### src/rtl/mem_port_arb_pkg.sv
// Shared types for the two-master memory port arbiter.
// Latency: n/a (types and constants only).
// Backpressure: n/a.
package mem_port_arb_pkg;

    // Arbiter FSM: IDLE arbitrates, GRANT forwards one transaction.
    typedef enum logic {
        IDLE  = 1'b0,
        GRANT = 1'b1
    } state_t;

    // Master indices.
    localparam logic M_DCACHE = 1'b0;
    localparam logic M_ICACHE = 1'b1;

    // Latched grant: which master, and which channel (1 = write, 0 = read).
    typedef struct packed {
        logic m;
        logic w;
    } grant_t;

endpackage

### src/rtl/mem_port_arb_pick.sv
// Chooses which master to grant when arbitration runs.
// Latency: combinational.
// Backpressure: none; the caller only samples pick while some req bit is high.
// Ports: req[1:0] per-master request (read or write), last_m master served most
// recently, pick chosen master index.
// Build option: MEM_PORT_ARB_RR_EN selects round-robin; otherwise dcache
// has fixed priority and last_m is ignored.
module mem_port_arb_pick
    import mem_port_arb_pkg::*;
(
    input  logic [1:0] req,
    input  logic       last_m,
    output logic       pick
);

`ifdef MEM_PORT_ARB_RR_EN
    // On a tie, hand the port to whoever was not served last.
    always_comb begin
        pick = M_DCACHE;
        if (&req)
            pick = ~last_m;
        else if (req[M_ICACHE])
            pick = M_ICACHE;
    end
`else
    // Dcache always wins; icache only gets the port when dcache is quiet.
    always_comb begin
        pick = M_DCACHE;
        if (!req[M_DCACHE] && req[M_ICACHE])
            pick = M_ICACHE;
    end

    logic unused_last_m;
    assign unused_last_m = last_m;
`endif

endmodule

### src/rtl/mem_port_arbiter.sv
// Merges dcache (m0) and icache (m1) memory request ports onto one memory port.
// Latency: one arbitration cycle request-to-memory; response path is combinational.
// Backpressure: one transaction at a time; masters hold ren/wen until their done pulse.
// Ports: m{0,1}_* master read/write channels (ren/wen held until rvalid/wvalid),
// s_* single memory-side port. Sync active-low reset rstn on clk.
// Build option: MEM_PORT_ARB_RR_EN (round-robin tie-break, see mem_port_arb_pick).
module mem_port_arbiter
    import mem_port_arb_pkg::*;
#(
    parameter int ADDR_WIDTH = 64,
    parameter int DATA_WIDTH = 128,
    parameter int MASK_WIDTH = DATA_WIDTH / 8
) (
    input  logic                  clk,
    input  logic                  rstn,
    // master 0: dcache
    input  logic [ADDR_WIDTH-1:0] m0_raddr,
    input  logic                  m0_ren,
    output logic                  m0_rvalid,
    output logic [DATA_WIDTH-1:0] m0_rdata,
    input  logic [ADDR_WIDTH-1:0] m0_waddr,
    input  logic                  m0_wen,
    input  logic [DATA_WIDTH-1:0] m0_wdata,
    input  logic [MASK_WIDTH-1:0] m0_wmask,
    output logic                  m0_wvalid,
    // master 1: icache
    input  logic [ADDR_WIDTH-1:0] m1_raddr,
    input  logic                  m1_ren,
    output logic                  m1_rvalid,
    output logic [DATA_WIDTH-1:0] m1_rdata,
    input  logic [ADDR_WIDTH-1:0] m1_waddr,
    input  logic                  m1_wen,
    input  logic [DATA_WIDTH-1:0] m1_wdata,
    input  logic [MASK_WIDTH-1:0] m1_wmask,
    output logic                  m1_wvalid,
    // memory side
    output logic [ADDR_WIDTH-1:0] s_raddr,
    output logic                  s_ren,
    output logic [ADDR_WIDTH-1:0] s_waddr,
    output logic                  s_wen,
    output logic [DATA_WIDTH-1:0] s_wdata,
    output logic [MASK_WIDTH-1:0] s_wmask,
    input  logic                  s_rvalid,
    input  logic [DATA_WIDTH-1:0] s_rdata,
    input  logic                  s_wvalid
);

    state_t state;
    grant_t gnt;
    logic   last_m;
    logic   pick;

    logic [1:0]            ren;
    logic [1:0]            wen;
    logic [1:0]            req;
    logic [ADDR_WIDTH-1:0] raddr [2];
    logic [ADDR_WIDTH-1:0] waddr [2];
    logic [DATA_WIDTH-1:0] wdata [2];
    logic [MASK_WIDTH-1:0] wmask [2];

    assign ren      = {m1_ren, m0_ren};
    assign wen      = {m1_wen, m0_wen};
    assign req      = ren | wen;
    assign raddr[0] = m0_raddr;
    assign raddr[1] = m1_raddr;
    assign waddr[0] = m0_waddr;
    assign waddr[1] = m1_waddr;
    assign wdata[0] = m0_wdata;
    assign wdata[1] = m1_wdata;
    assign wmask[0] = m0_wmask;
    assign wmask[1] = m1_wmask;

    mem_port_arb_pick u_pick (
        .req    (req),
        .last_m (last_m),
        .pick   (pick)
    );

    logic rd_act;
    logic wr_act;
    logic cur_req;
    logic done;
    logic rd_done;
    logic wr_done;

    assign rd_act  = (state == GRANT) && !gnt.w;
    assign wr_act  = (state == GRANT) &&  gnt.w;
    // Live request of the granted channel; dropping it mid-flight aborts.
    assign cur_req = gnt.w ? wen[gnt.m] : ren[gnt.m];
    // Valids on the channel we did not grant are strays and are dropped.
    assign rd_done = rd_act && s_rvalid;
    assign wr_done = wr_act && s_wvalid;
    assign done    = rd_done || wr_done;

    // Memory-side request follows the granted master live, so an abort
    // removes it in the same cycle.
    assign s_ren   = rd_act && ren[gnt.m];
    assign s_raddr = rd_act ? raddr[gnt.m] : '0;
    assign s_wen   = wr_act && wen[gnt.m];
    assign s_waddr = wr_act ? waddr[gnt.m] : '0;
    assign s_wdata = wr_act ? wdata[gnt.m] : '0;
    assign s_wmask = wr_act ? wmask[gnt.m] : '0;

    // Responses go straight back to the granted master only.
    assign m0_rvalid = rd_done && (gnt.m == M_DCACHE);
    assign m1_rvalid = rd_done && (gnt.m == M_ICACHE);
    assign m0_wvalid = wr_done && (gnt.m == M_DCACHE);
    assign m1_wvalid = wr_done && (gnt.m == M_ICACHE);
    assign m0_rdata  = m0_rvalid ? s_rdata : '0;
    assign m1_rdata  = m1_rvalid ? s_rdata : '0;

    always_ff @(posedge clk) begin
        if (!rstn) begin
            state  <= IDLE;
            gnt    <= '0;
            last_m <= M_ICACHE;
        end else begin
            case (state)
                IDLE: begin
                    if (|req) begin
                        gnt.m <= pick;
                        // Write beats read within the chosen master.
                        gnt.w <= wen[pick];
                        state <= GRANT;
                    end
                end
                GRANT: begin
                    if (done) begin
                        state  <= IDLE;
                        last_m <= gnt.m;
                    end else if (!cur_req) begin
                        state <= IDLE;
                    end
                end
                default: state <= IDLE;
            endcase
        end
    end

endmodule
### config.mk
export PLATFORM = sky130hd
export DESIGN_NAME = mem_port_arbiter
export DESIGN_NICKNAME = d
export VERILOG_FILES = /design/src/rtl/mem_port_arb_pkg.sv /design/src/rtl/mem_port_arb_pick.sv /design/src/rtl/mem_port_arbiter.sv
export SDC_FILE = /design/constraint.sdc
export NUM_CORES = 1
export LEC_CHECK = 0
export BUFFER_PORTS_ARGS = -buffer_cell sky130_fd_sc_hd__buf_2
export CORE_AREA = 2 2 474 476
export DETAILED_ROUTE_END_ITERATION = 10
export DIE_AREA = 0 0 476 478
export PLACE_DENSITY = 0.3
export SYNTH_ARGS = -nofsm -noshare
export SYNTH_HDL_FRONTEND = slang
export SYNTH_HIERARCHICAL = 1
export SYNTH_SLANG_ARGS = --single-unit
### constraint.sdc
create_clock -name clk -period 1.6 [get_ports clk]
set_input_delay 0.08 -clock clk [delete_from_list [all_inputs] [get_ports clk]]
set_output_delay 0.08 -clock clk [all_outputs]
set_load 0.05 [all_outputs]
; ---- Word-level counts from Yosys, hierarchy flattened
; Index checks and enable logic that the tools add are counted.
[word_totals]
regBits = 3
input_bits = 680
output_inout_bits = 534
elab_cells = 56
[classes]
order_cmp = 3
n_mux = 30
bitwise = 4
reduce_logical = 16
[op_table]
columns = op, n
row1 = $mux 128, 6
row2 = $mux 64, 8
row3 = $mux 16, 4
row4 = $logic_and 1x1->1, 11
row5 = $mux 1, 11
row6 = $lt 1x2->1 const B, 2
row7 = $ge 2x2->1 const B, 1
row8 = $logic_not 1->1, 2
row9 = $not 1->1, 2
row10 = $not 1->2, 1
row11 = $or 2x2->2, 1
row12 = $pmux 1 s2, 1
row13 = $reduce_and 2->1, 1
row14 = $reduce_or 2->1, 1
row15 = $logic_or 1x1->1, 1

; ---- Logic depth before layout (Yosys ltp)
[logic_depth]
word_depth = 6
mapped_depth = 5

; ---- By module
; The synthesis kept the hierarchy.
[modules_own_cells]
columns = module, instances, cells_each, area_each_um2, seq_area_each_um2
row1 = mem_port_arbiter, 1, 922, 6074.6, 80.1
row2 = mem_port_arb_pick, 1, 1, 13.8, 0.0

; ---- Worst setup path after synthesis
; Ideal clock, no wire load.
[synth_timing]
kind = reg-to-output
start = register gnt[1] in the netlist's numbering
end = output m0_wvalid
t_arrival_ns = 1.985
slack_ns = -0.465
stages_incl_launch_ff = 5
n_path_buf = 3
cell_sequence = dfxtp_1 > buf_2 > buf_4 > buf_2 > nor3b_1
[synth_via]
elab_chain_len = 2
[synth_rtl]
columns = item, line
row1 = start: declaration, mem_port_arbiter.sv:49  ; grant_t gnt;
row2 = $not 1->1, mem_port_arbiter.sv:107  ; assign m0_wvalid = wr_done && (gnt.m == M_DCACHE);
row3 = $logic_and 1x1->1, mem_port_arbiter.sv:107
row4 = end: declaration, mem_port_arbiter.sv:25  ; output logic m0_wvalid,
; Every way passes these cells.

; ---- Worst setup path after layout
[layout_timing]
start = register gnt[1] in the netlist's numbering
end = output s_wdata[1]
[layout_via]
elab_chain_len = 5
[layout_rtl]
columns = item, line
row1 = $not 1->2 (implied by the code), mem_port_arbiter.sv:101  ; assign s_wdata = wr_act ? wdata[gnt.m] : '0;
row2 = $mux 128 (implied by the code) (3 in a row), mem_port_arbiter.sv:101
row3 = $mux 128, mem_port_arbiter.sv:101
row4 = end: declaration, mem_port_arbiter.sv:41  ; output logic [DATA_WIDTH-1:0] s_wdata,
; Every way passes these cells. The select of a mux whose other input is x is not followed.

==> flow_summary.rst <==
.. list-table::
   :header-rows: 1

   * - Metric
     - Value
   * - Status
     - finished with violations
   * - Failing checks
     - negative setup slack
   * - Remaining routing DRC violations
     - 0
   * - Delay-heaviest family, CP
     - buffers and inverters
   * - Routability congestion estimate
     - 1.02
   * - Timing startpoint of the critical path
     - gnt[1]$_SDFFE_PN0P_
   * - Fin worst setup slack
     - -0.269 ns
   * - Static leakage power
     - 9.60 nW
   * - CP Max Fanout
     - 17
   * - Die Height
     - 478 microns
   * - Post-synthesis area per instance
     - 6.58 sq um
   * - Gr usage total
     - 14.5%
   * - Clk network pwr share
     - 5.2%
   * - Logic pwr share
     - 93.6%
   * - Number of nets in the layout
     - 2867
   * - Ordered cell list for the critical path
     - buf_12 > buf_16 > mux2i_1 > nor2_1 > buf_12
   * - Net switching component of the power
     - 4.25 mW
   * - Worst path depth
     - 5
   * - Count of warnings emitted by yosys
     - 6
   * - Transition time at the pin with the least slew margin
     - 0.429 ns
   * - Standard-cell row count
     - 174
   * - Leading cell types in the layout, fill and taps excluded
     - buf_2 (746), buf_12 (334), mux2i_1 (233)
   * - Starting Density
     - 2.71%
   * - HPWL after DPL
     - 164000 microns
   * - Final TNS setup
     - -73.79 ns
   * - Routed vias
     - 13500
   * - P&R area growth vs syn
     - 294%
   * - Share of the clock period used by the worst path after layout
     - 117%
   * - TritonCTS Sinks
     - 3
   * - Clock buffer count from CTS
     - 3
   * - Sequential Power Share
     - 1.2%
   * - Data arrival time at the worst-slack endpoint
     - 1.79 ns
   * - Routed len/inst
     - 33.7 microns
   * - Pwr dens
     - 315 nW/um^2
   * - Final cell area excluding filler cells
     - 23900 sq um
   * - Worst hold path depth
     - 3
   * - Post-Syn Area
     - 6050 sq um
   * - Switching share of power
     - 56.6%
   * - Min-Delay Startpoint
     - rstn
   * - Depth of the CTS H-tree
     - 1
   * - Layout Skew
     - 0.000510 ns
   * - Buffer levels on the longest clock path
     - 2
   * - Synthesized instance count
     - 919
   * - Antenna violations before repair
     - 261
   * - Slowest cell on crit path
     - dfxtp_4
   * - Per-cell via count in the routed design
     - 2.58
   * - Number of max-cap violations
     - 0
   * - Slew HR
     - 70.6%
   * - Die Wd
     - 476 microns
   * - Critical path's largest stage delay
     - 0.40 ns
   * - Final-layout fill cell count
     - 25900
   * - Count of final setup violators
     - 525
   * - Net Count, Synth
     - 1599
   * - Maximum number of pins on one net before global-route repair
     - 50
   * - Number of ports placed on the die boundary
     - 1214
   * - Hold Violations, Final
     - 0
   * - Type of the worst setup path
     - flip-flop to output port
   * - Post-route minimum period
     - 1.87 ns
   * - Bufs and invs on worst path
     - 3
   * - Critical Path End Type
     - output port
   * - # placed instances
     - 5147
   * - Most frequent CP cell
     - buf_12
   * - Total grt overflow
     - 0
   * - Area enclosed by the die boundary
     - 228000 sq um
   * - Final Slew Violations
     - 0
   * - Kind of start point of the critical path
     - flip-flop
   * - Detailed router's first-iteration violation count
     - 652
   * - Worst hold path type
     - primary input to flip-flop
   * - Fin cells
     - 5239
   * - Startpoint of the lowest-slack register-to-register path
     - gnt[1]$_SDFFE_PN0P_
   * - Register area
     - 66.3 sq um
   * - Worst Reg-to-Reg Cells
     - 5
   * - Proportion of layout cells with a drive suffix above 1
     - 74.4%
   * - Post-route antenna net violation count
     - 0
   * - Clock latency reported for the late side of the worst-skew pair
     - 0.22 ns
   * - Tot Pwr
     - 7.52 mW
   * - Number of global-route vias before repair
     - 12700
   * - Peak VDD IR
     - 0.161 mV
   * - Area after DPL
     - 21700 sq um
   * - CTS tree
     - done
   * - Fmax
     - 535 MHz
   * - Req. time, crit path
     - 1.52 ns
   * - Number of buffers added to fix hold violations after cts
     - 0
   * - Post-Route Hold Slack
     - 0.142 ns
   * - WL final
     - 177000 microns
   * - Clk root buf
     - clkbuf_16
   * - Clock transition at the registers of the reported paths
     - 0.03 ns
   * - Most frequent standard cell in the layout excluding fill and tap cells
     - buf_2
   * - Multi-input gate area in the final layout
     - 6460 sq um
   * - Internal power
     - 3.27 mW
   * - Wire length of the first global-routing pass
     - 198000 microns
   * - # port buffers
     - 1213
   * - Core Area
     - 223000 sq um
   * - Setup repair after global routing missed its margin
     - true
   * - Detailed Routing Iterations Pass 1
     - 4
sequential cells by signal, indices dropped and copies added (netlist names):
name,count
gnt,2
state,1
path summary, 6_finish.rpt:
kind,to,slack [ns]
max,s_wdata[1],-0.27
min,gnt[1]$_SDFFE_PN0P_,0.14
max reg2reg,state$_SDFF_PN0_,0.01
min reg2reg,state$_SDFF_PN0_,0.66
timing repair:
action,CTS,global route
pin swaps,5,9
gates cloned,2,10
setup buffers,9,6
endpoints found under the setup margin,519,535
resized for setup,217,279
per-layer routing:
layer	routed length [microns]	global-route usage [%]
met1	53600	13.0
met2	84800	25.1
met3	27900	9.67
met4	9550	6.46
met5	768	0
worst register-to-register path: cells and delay by family (launching register included):
family                 cells  cell delay (ns)
AOI/OAI and AO/OA          1             0.06
buffers and inverters      2             0.35
DFF                        1             0.40
muxes                      1             0.56
and+or+nand+nor            1             0.10
power groups by stage:
stage / Combinational, mW / Clock (mW) / Sequential (mW)
6_report: 7.04 / 0.393 / 0.0906
5_1_grt: 7.39 / 0.410 / 0.0922
3_5_place_dp: 6.70 / 0 / 0.0908
4_1_cts: 6.96 / 0.400 / 0.0911
2_1_floorplan: 2.68 / 0 / 0.0901
3_3_place_gp: 6.69 / 0 / 0.0905
per-stage QoR:
step / util, % / setup slack [ns]
2_1_floorplan: - / -0.137
6_report: 10.7 / -0.269
3_3_place_gp: 9.71 / -0.142
5_1_grt: 10.7 / -0.297
3_5_place_dp: 9.71 / -0.152
4_1_cts: 10.1 / -0.275
final cells by class:
class / instances / share of cell area [%]
Multi-Input combinational cell: 825 / 27.1
Sequential cell: 3 / 0.278
Clock buffer: 4 / 0.330
Antenna cell: 61 / 0.640
Tap cell: 2992 / 15.7
Inverter: 2 / 0.0315
Timing Repair Buffer: 1352 / 55.9
Power figures use the tool's default switching activity.
